==> config.mk <==
export PLATFORM = sky130hd
export DESIGN_NAME = lcd1602_seq_ctrl
export DESIGN_NICKNAME = d
export VERILOG_FILES = /design/src/rtl/lcd1602_seq_ctrl.sv
export SDC_FILE = /design/constraint.sdc
export NUM_CORES = 1
export LEC_CHECK = 0
export ABC_CLOCK_PERIOD_IN_PS = 2400
export CORE_MARGIN = 3
export CORE_UTILIZATION = 50
export DETAILED_ROUTE_END_ITERATION = 16
export GPL_TIMING_DRIVEN = 0
export PLACE_DENSITY = 0.8
export REMOVE_ABC_BUFFERS = 1
export SYNTH_ARGS = -nofsm -noshare
export SYNTH_HDL_FRONTEND = slang
export SYNTH_SLANG_ARGS = --single-unit
==> constraint.sdc <==
create_clock -name clk -period 2.4 [get_ports clk]
set_input_delay 0.48 -clock clk [delete_from_list [all_inputs] [get_ports clk]]
set_output_delay 0.48 -clock clk [all_outputs]
set_load 0.01 [all_outputs]
==> src/rtl/lcd1602_seq_ctrl.sv <==
// HD44780 16x2 sequencer: power-up wait, init command list, then endless refresh of both lines.
// Optional watchdog on writer handshakes: define LCD_SEQ_TIMEOUT_EN (adds timeout_err port).
module lcd1602_seq_ctrl #(
`ifdef LCD_SEQ_TIMEOUT_EN
  parameter int T_TIMEOUT = 200_000,
`endif
  parameter int T_PWR     = 750_000,
  parameter int T_REFRESH = 2_500_000,
  parameter int CNT_W     = 22
) (
  input  logic       clk,
  input  logic       rst_n,
  output logic       wr_cmd_en,
  output logic [7:0] wr_cmd,
  input  logic       wr_cmd_done,
  output logic       wr_data_en,
  output logic [7:0] wr_data,
  input  logic       wr_data_done,
  input  logic [7:0] cmd_q,
  input  logic       cmd_rs,
  input  logic       cmd_en,
  input  logic [7:0] data_q,
  input  logic       data_rs,
  input  logic       data_en,
  output logic [4:0] char_addr,
  input  logic [7:0] char_data,
  output logic [7:0] lcd_db,
  output logic       lcd_rs,
  output logic       lcd_rw,
  output logic       lcd_en,
`ifdef LCD_SEQ_TIMEOUT_EN
  output logic       timeout_err,
`endif
  output logic       init_done
);

  typedef enum logic [2:0] {
    PWR_WAIT, INIT_ISSUE, INIT_WAIT, ADDR_ISSUE,
    ADDR_WAIT, DATA_ISSUE, DATA_WAIT, REFRESH_WAIT
  } state_t;

  localparam logic [3:0][7:0] INIT_CMDS = {8'h01, 8'h06, 8'h0C, 8'h38};

  state_t           state;
  logic [CNT_W-1:0] cnt;
  logic [1:0]       idx;
  logic             line;
  logic [3:0]       col;
  logic             sel;      // 1: data writer drives the LCD bus
  logic             bus_act;  // a writer request is outstanding

`ifdef LCD_SEQ_TIMEOUT_EN
  logic waiting, wait_done;
  always_comb begin
    waiting   = (state == INIT_WAIT) || (state == ADDR_WAIT) || (state == DATA_WAIT);
    wait_done = ((state == INIT_WAIT) || (state == ADDR_WAIT)) ? wr_cmd_done
              : (state == DATA_WAIT) ? wr_data_done : 1'b0;
  end
`endif

  always_ff @(posedge clk or negedge rst_n) begin
    if (!rst_n) begin
      state      <= PWR_WAIT;
      cnt        <= '0;
      idx        <= '0;
      line       <= 1'b0;
      col        <= '0;
      sel        <= 1'b0;
      bus_act    <= 1'b0;
      wr_cmd_en  <= 1'b0;
      wr_cmd     <= '0;
      wr_data_en <= 1'b0;
      wr_data    <= '0;
      init_done  <= 1'b0;
`ifdef LCD_SEQ_TIMEOUT_EN
      timeout_err <= 1'b0;
`endif
    end else begin
      wr_cmd_en  <= 1'b0;
      wr_data_en <= 1'b0;
`ifdef LCD_SEQ_TIMEOUT_EN
      timeout_err <= 1'b0;
`endif
      case (state)
        PWR_WAIT:
          if (cnt == CNT_W'(T_PWR - 1)) begin
            cnt   <= '0;
            idx   <= '0;
            state <= INIT_ISSUE;
          end else cnt <= cnt + CNT_W'(1);
        INIT_ISSUE: begin
          wr_cmd_en <= 1'b1;
          wr_cmd    <= INIT_CMDS[idx];
          bus_act   <= 1'b1;
          state     <= INIT_WAIT;
        end
        INIT_WAIT:
          if (wr_cmd_done) begin
            bus_act <= 1'b0;
            cnt     <= '0;
            if (idx == 2'd3) begin
              init_done <= 1'b1;
              line      <= 1'b0;
              state     <= ADDR_ISSUE;
            end else begin
              idx   <= idx + 2'd1;
              state <= INIT_ISSUE;
            end
          end
        ADDR_ISSUE: begin
          wr_cmd_en <= 1'b1;
          wr_cmd    <= line ? 8'hC0 : 8'h80;
          bus_act   <= 1'b1;
          state     <= ADDR_WAIT;
        end
        ADDR_WAIT:
          if (wr_cmd_done) begin
            bus_act <= 1'b0;
            cnt     <= '0;
            col     <= '0;
            sel     <= 1'b1;
            state   <= DATA_ISSUE;
          end
        DATA_ISSUE: begin
          wr_data    <= char_data;
          wr_data_en <= 1'b1;
          bus_act    <= 1'b1;
          state      <= DATA_WAIT;
        end
        DATA_WAIT:
          if (wr_data_done) begin
            bus_act <= 1'b0;
            sel     <= 1'b0;
            cnt     <= '0;
            col     <= col + 4'd1;
            if (col == 4'hF) begin
              if (!line) begin
                line  <= 1'b1;
                state <= ADDR_ISSUE;
              end else state <= REFRESH_WAIT;
            end else begin
              sel   <= 1'b1;
              state <= DATA_ISSUE;
            end
          end
        REFRESH_WAIT:
          if (cnt == CNT_W'(T_REFRESH - 1)) begin
            cnt   <= '0;
            line  <= 1'b0;
            state <= ADDR_ISSUE;
          end else cnt <= cnt + CNT_W'(1);
        default: state <= PWR_WAIT;
      endcase
`ifdef LCD_SEQ_TIMEOUT_EN
      // Wait states never use the counter otherwise, so it doubles as the watchdog
      if (waiting && !wait_done) begin
        if (cnt == CNT_W'(T_TIMEOUT - 1)) begin
          state       <= PWR_WAIT;
          cnt         <= '0;
          line        <= 1'b0;
          col         <= '0;
          sel         <= 1'b0;
          bus_act     <= 1'b0;
          init_done   <= 1'b0;
          timeout_err <= 1'b1;
        end else cnt <= cnt + CNT_W'(1);
      end
`endif
    end
  end

  assign char_addr = {line, col};
  assign lcd_db    = sel ? data_q  : cmd_q;
  assign lcd_rs    = sel ? data_rs : cmd_rs;
  // Strobe only passes while a request is live, so reset or idle writers never pulse the LCD
  assign lcd_en    = bus_act & (sel ? data_en : cmd_en);
  assign lcd_rw    = 1'b0;

endmodule
### Word-level counts from Yosys, hierarchy flattened

Index checks and enable logic that the tools add are counted.
Widths: inputs -> output; s select.

| word-level totals | value |
|---|---|
| logic and storage cells | 97 |
| flip-flop bits (word level) | 53 |
| bits of input ports | 32 |
| output and inout bits | 35 |

| operators by class | value |
|---|---|
| bitwise gates (word level) | 1 |
| magnitude comparators | 1 |
| equality and inequality tests | 20 |
| reductions and logical operators | 17 |
| mux-type cells | 43 |
| $add $sub $neg | 3 |

Operators by type and width:

| operator | number |
|---|---|
| $mux 22 | 4 |
| $pmux 22 s4 | 1 |
| $pmux 3 s8 | 1 |
| $add 22x1->22 const B | 1 |
| $eq 22x20->1 const B | 1 |
| $eq 22x22->1 const B | 1 |
| $mux 3 | 7 |
| $bmux 8 s2 | 1 |
| $mux 8 | 2 |
| $ne 2x2->1 const B | 8 |
| $pmux 8 s2 | 1 |
| $mux 1 | 14 |
| $eq 3x3->1 const B | 4 |
| $reduce_and 3->1 | 4 |
| $mux 2 | 4 |
| $mux 4 | 2 |
| $pmux 4 s2 | 1 |
| $mux 7 | 1 |
| $eq 3x2->1 const B | 2 |
| $pmux 1 s3 | 2 |
| $reduce_and 6->1 | 1 |
| $reduce_bool 2->1 | 3 |
| $reduce_bool 3->1 | 2 |
| $reduce_and 5->1 | 1 |
| 15 further kinds | 16 |

### Depth between registers and ports, before layout

| depth | value |
|---|---|
| depth in word-level cells | 4 |
| mapped depth | 8 |
| gate-level depth less buffers | 6 |

### Worst setup path before layout

No wires, ideal clock.

| timing path | value |
|---|---|
| path kind | flip-flop to flip-flop |
| start | reg cnt[4] |
| end | reg cnt[14] |
| path buffers | 2 |
| arrival | 1.798 ns |
| setup slack | 0.483 ns |
| library setup time | 0.118 ns |
| data required time | 2.282 ns |
| stages on the path, launching flop included | 8 |
| clock period less this slack | 1.917 ns |
| path through | dfrtp_1 -> buf_6 -> or4b_4 -> nor4_4 -> a2bb2oi_2 -> nor3b_4 -> buf_6 -> nor2_1 |

| between the ends | value |
|---|---|
| cells in the longest elaborated chain, start to end | 3 |
| elaborated cells on any way between the ends | 6 |
| those cells by class | add/sub (1); eq/ne (2); mux (3) |

Ends and longest elaborated chain:

| item | line | source |
|---|---|---|
| from (decl) | 45 | `logic [CNT_W-1:0] cnt;` |
| from (signal assigned) | 90 | `end else cnt <= cnt + CNT_W'(1);` |
| from (signal assigned) | 151 | `end else cnt <= cnt + CNT_W'(1);` |
| $add 22x1->22 (tied with other cells) | 90, 151 |  |
| $mux 22 (on tied branches) | 147, 86 |  |
| $pmux 22 s4 * | 84 | `case (state)` |

Every way passes the cells marked *; elsewhere a longest branch is shown, timed or not.
A chain may end at the register's enable or synchronous reset.

### Worst setup path after layout

| timing path | value |
|---|---|
| start | reg sel |
| end | out lcd_rs |

| between the ends | value |
|---|---|
| cells in the longest elaborated chain, start to end | 1 |

Ends and longest elaborated chain:

| item | line | source |
|---|---|---|
| from (decl) | 49 | `logic sel;` |
| from (signal assigned) | 68 | `sel <= 1'b0;` |
| from (signal assigned) | 121 | `sel <= 1'b1;` |
| from (signal assigned) | 133 | `sel <= 1'b0;` |
| $mux 1 | 174 | `assign lcd_rs = sel ? data_rs : cmd_rs;` |
| to (decl) | 28 | `output logic lcd_rs,` |

Every way passes these cells.

==> results.rst <==
.. list-table::
   :header-rows: 1

   * - Metric
     - Value
   * - CTS sink cnt
     - between 50 and 60
   * - Worst Max-Slew Pin Slew
     - slightly below 700 ps
   * - P_leak
     - 1.59 nW
   * - Detailed-router iteration count before antenna repair
     - 4
   * - Die Y-Extent
     - approximately 82 um
   * - Number of flops mapped to enable cells by yosys
     - 0
   * - DRC violation total after the first TritonRoute iteration
     - approximately 250
   * - Final Hold Violating Endpoints
     - 0
   * - Pin count of the biggest net entering global routing
     - 29
   * - Cell row count
     - 27
   * - Time the worst path needs with I/O delays and setup
     - approximately 2300 ps
   * - # nets final
     - 395
   * - Via-per-instance ratio
     - ~5.6
   * - DIE WIDTH
     - 81.9 um
   * - Number of filler instances in the final layout
     - 450
   * - Worst R2R Start
     - cnt[4]
   * - Post-Layout Inst Area
     - between 3000 and 4000 sq um
   * - Most common cell after layout, fill and taps aside
     - sky130_fd_sc_hd__clkdlybuf4s50_1
   * - Flop and latch count out of synthesis
     - 52
   * - CTS Root Buffer Type
     - sky130_fd_sc_hd__clkbuf_8
   * - Clock tree from TritonCTS
     - built
   * - Worst setup path class
     - reg -> out
   * - Routability Congestion
     - approximately 0.86
   * - Fin Clk Skew
     - 8.05 ps
   * - Sequential area share after synthesis
     - 0.452
   * - Overall global routing resource usage
     - 0.189
   * - Predominant post-synthesis flop cell
     - sky130_fd_sc_hd__dfrtp_1
   * - CP Launch Type
     - register
   * - Clk slew on worst S/H paths
     - 90 ps
   * - Synth async-reset ratio
     - 1.00
   * - Total design power
     - 0.00259 W
   * - Total detailed-routing wirelength
     - between 6 and 7 mm
   * - Run status
     - finished, final reports clean
   * - WL/cell
     - about 14 um
   * - Mean instance size in the synthesized netlist
     - between 9 and 10 sq um
   * - Number of slew-limit violations in the final report
     - 0
   * - Initial standard-cell utilization of the core
     - 0.520
   * - Inst Count DP
     - 420
   * - Ratio of final minimum period to clock period
     - 0.949
   * - Placed inst area
     - 3520 sq um
   * - IR drop worst, VDD
     - just under 0.5 mV
   * - Arr. time, crit path
     - 1800 ps
   * - Total gr overflow
     - 0
   * - Cell taking the most area after synthesis
     - sky130_fd_sc_hd__dfrtp_1
   * - H-tree levels
     - 2
   * - Critical register-to-register path endpoint
     - cnt[6]
   * - Register-to-register setup slack
     - ~150 ps
   * - Layout area overhead
     - 26.9%
   * - Remaining number of nets flagged by the antenna check after routing
     - 0
   * - Share of post-route cells with drive strength above 1
     - 0.112
   * - Area share of the largest cell type after synthesis
     - 0.452
   * - Die outline area
     - between 6000 and 7000 sq um
   * - Max_slew headroom
     - 0.536
   * - Highest attainable clock frequency
     - ~440 MHz
   * - Input/output buffers
     - 65
   * - Global-route wire length before repair
     - between 9 and 10 mm
   * - Areal power density over the cells
     - approximately 710 nW/um^2
   * - Via count of the first global-routing pass
     - 2,248
   * - Initial antenna violation count
     - 0
   * - Peak fanout along the critical path
     - 11
   * - Non-filler instance count after layout
     - 430
   * - Element type at the critical path end
     - output port
   * - Core area
     - ~5500 sq um
   * - Count of pins on the block boundary
     - 67
   * - YS warnings
     - 0
   * - Half-perimeter wire length after detailed placement
     - around 4.5 mm
   * - Fin util
     - 0.660
   * - Final setup violation count
     - 0
   * - Post-Syn Instances
     - 299
   * - Synth Cell Area
     - roughly 2900 sq um
   * - Cell variety after synth
     - roughly 50
   * - Required time at the worst-slack endpoint
     - ~1900 ps
   * - Clk_lat worst skew
     - ~300 ps
   * - Worst min path class
     - in -> async
   * - Maximum buffer depth of the clock tree
     - 2
   * - Most used cells in the layout excluding fill and tap cells
     - sky130_fd_sc_hd__clkdlybuf4s50_1, sky130_fd_sc_hd__nand2_1, sky130_fd_sc_hd__dfrtp_1
   * - Largest cells by area after synthesis
     - sky130_fd_sc_hd__dfrtp_1, sky130_fd_sc_hd__nand2_1, sky130_fd_sc_hd__xor2_1
   * - Diodes inserted
     - 0
   * - Number of maximum-capacitance violations
     - 0
   * - Count of vias placed by the detailed router
     - approximately 2,400
   * - Number of buffers created by CTS
     - 5
   * - Number of remaining DRC errors
     - 0
   * - Worst-case reg-to-reg path depth
     - 5
repair_timing:
item                                    CTS  global route
endpoints found under the setup margin   21            14
pin swaps                                 1             2
gates cloned                              1             0
hold buffers                              0             0
gates resized for setup                   2             1
setup buffers                             1             1
worst max path at each step:
stage          cells after the start   startpoint      end  slack [ps]
2_1_floorplan                      4     state[1]  cnt[12]        -580
3_3_place_gp                       5  wr_cmd_done  cnt[12]       -1600
3_5_place_dp                       6  wr_cmd_done   cnt[3]        -860
4_1_cts                            2          sel   lcd_rs         100
5_1_grt                            6       cnt[0]   cnt[6]         -10
6_report                           2          sel   lcd_rs         120
logic make-up after synthesis:
group	share of synthesized area
other cells	0.00130
flops	0.452
simple gates	0.272
buf+inv	0.0556
mux	0.0526
compound gates	0.0834
fa+ha+maj	0.0217
xor+xnor	0.0608
layout make-up:
| type | count | area (sq um) | area share |
|---|---|---|---|
| clock buffers | 5 | 68.8 | 0.0188 |
| clock inverters | 2 | 12.5 | 0.00342 |
| inverters | 8 | 30.0 | 0.00822 |
| multi-input cells | 222 | 1450 | 0.395 |
| flip-flops and latches | 52 | 1300 | 0.357 |
| well taps | 72 | 90.1 | 0.0246 |
| repair buffers | 69 | 704 | 0.193 |
routing by layer:
layer  up-vias  GRT usage  routed length, um
li1       1149          -                  -
met1      1157      0.226               2540
met2        76      0.334               3030
met3         6     0.0461                481
met4         0     0.0548                 40
met5         -          0                  0
state kept, by name (all words and copies together) (netlist names), 2 cells and up:
name and cells:
wr_cmd 7, cnt 22, state 3, idx 2
col 4, wr_data 8
where the power goes:
group | switching, W | internal [W] | leakage (nW)
registers | 0.000198 | 0.00108 | 0.677
clock network | 0.000278 | 0.000198 | 0.0400
logic | 0.000363 | 0.000470 | 0.872
total | 0.000840 | 0.00175 | 1.59
synthesized netlist by cell type (all sizes together) (2+ instances only):
cell,number
dfrtp,52
nand2,50
nor2,32
nand3,18
xor2,17
o21ai,14
buf,11
nand4,11
mux2,9
clkbuf,7
inv,7
a21oi,6
nand2b,6
nor4,6
and3,5
ha,5
mux2i,5
nor3b,4
nand3b,3
xnor2,3
and4,2
and4bb,2
nor2b,2
nor3,2
o31ai,2
stage by stage:
step	hold WS (ps)	setup TNS, ps	setup slack, ps
CTS	181	0	98.2
global route	190	-53.2	-14.1
global placement	451	-69470	-1600
floorplan	184	-12150	-582
finish	166	0	122
detailed placement	465	-17300	-856
worst max-delay path: stages (launching register included):
cell                              delay (ps)
sky130_fd_sc_hd__dfrtp_1                 620
sky130_fd_sc_hd__mux2_2                  390
sky130_fd_sc_hd__clkdlybuf4s50_1         490
(Power assumes the default switching activity.)
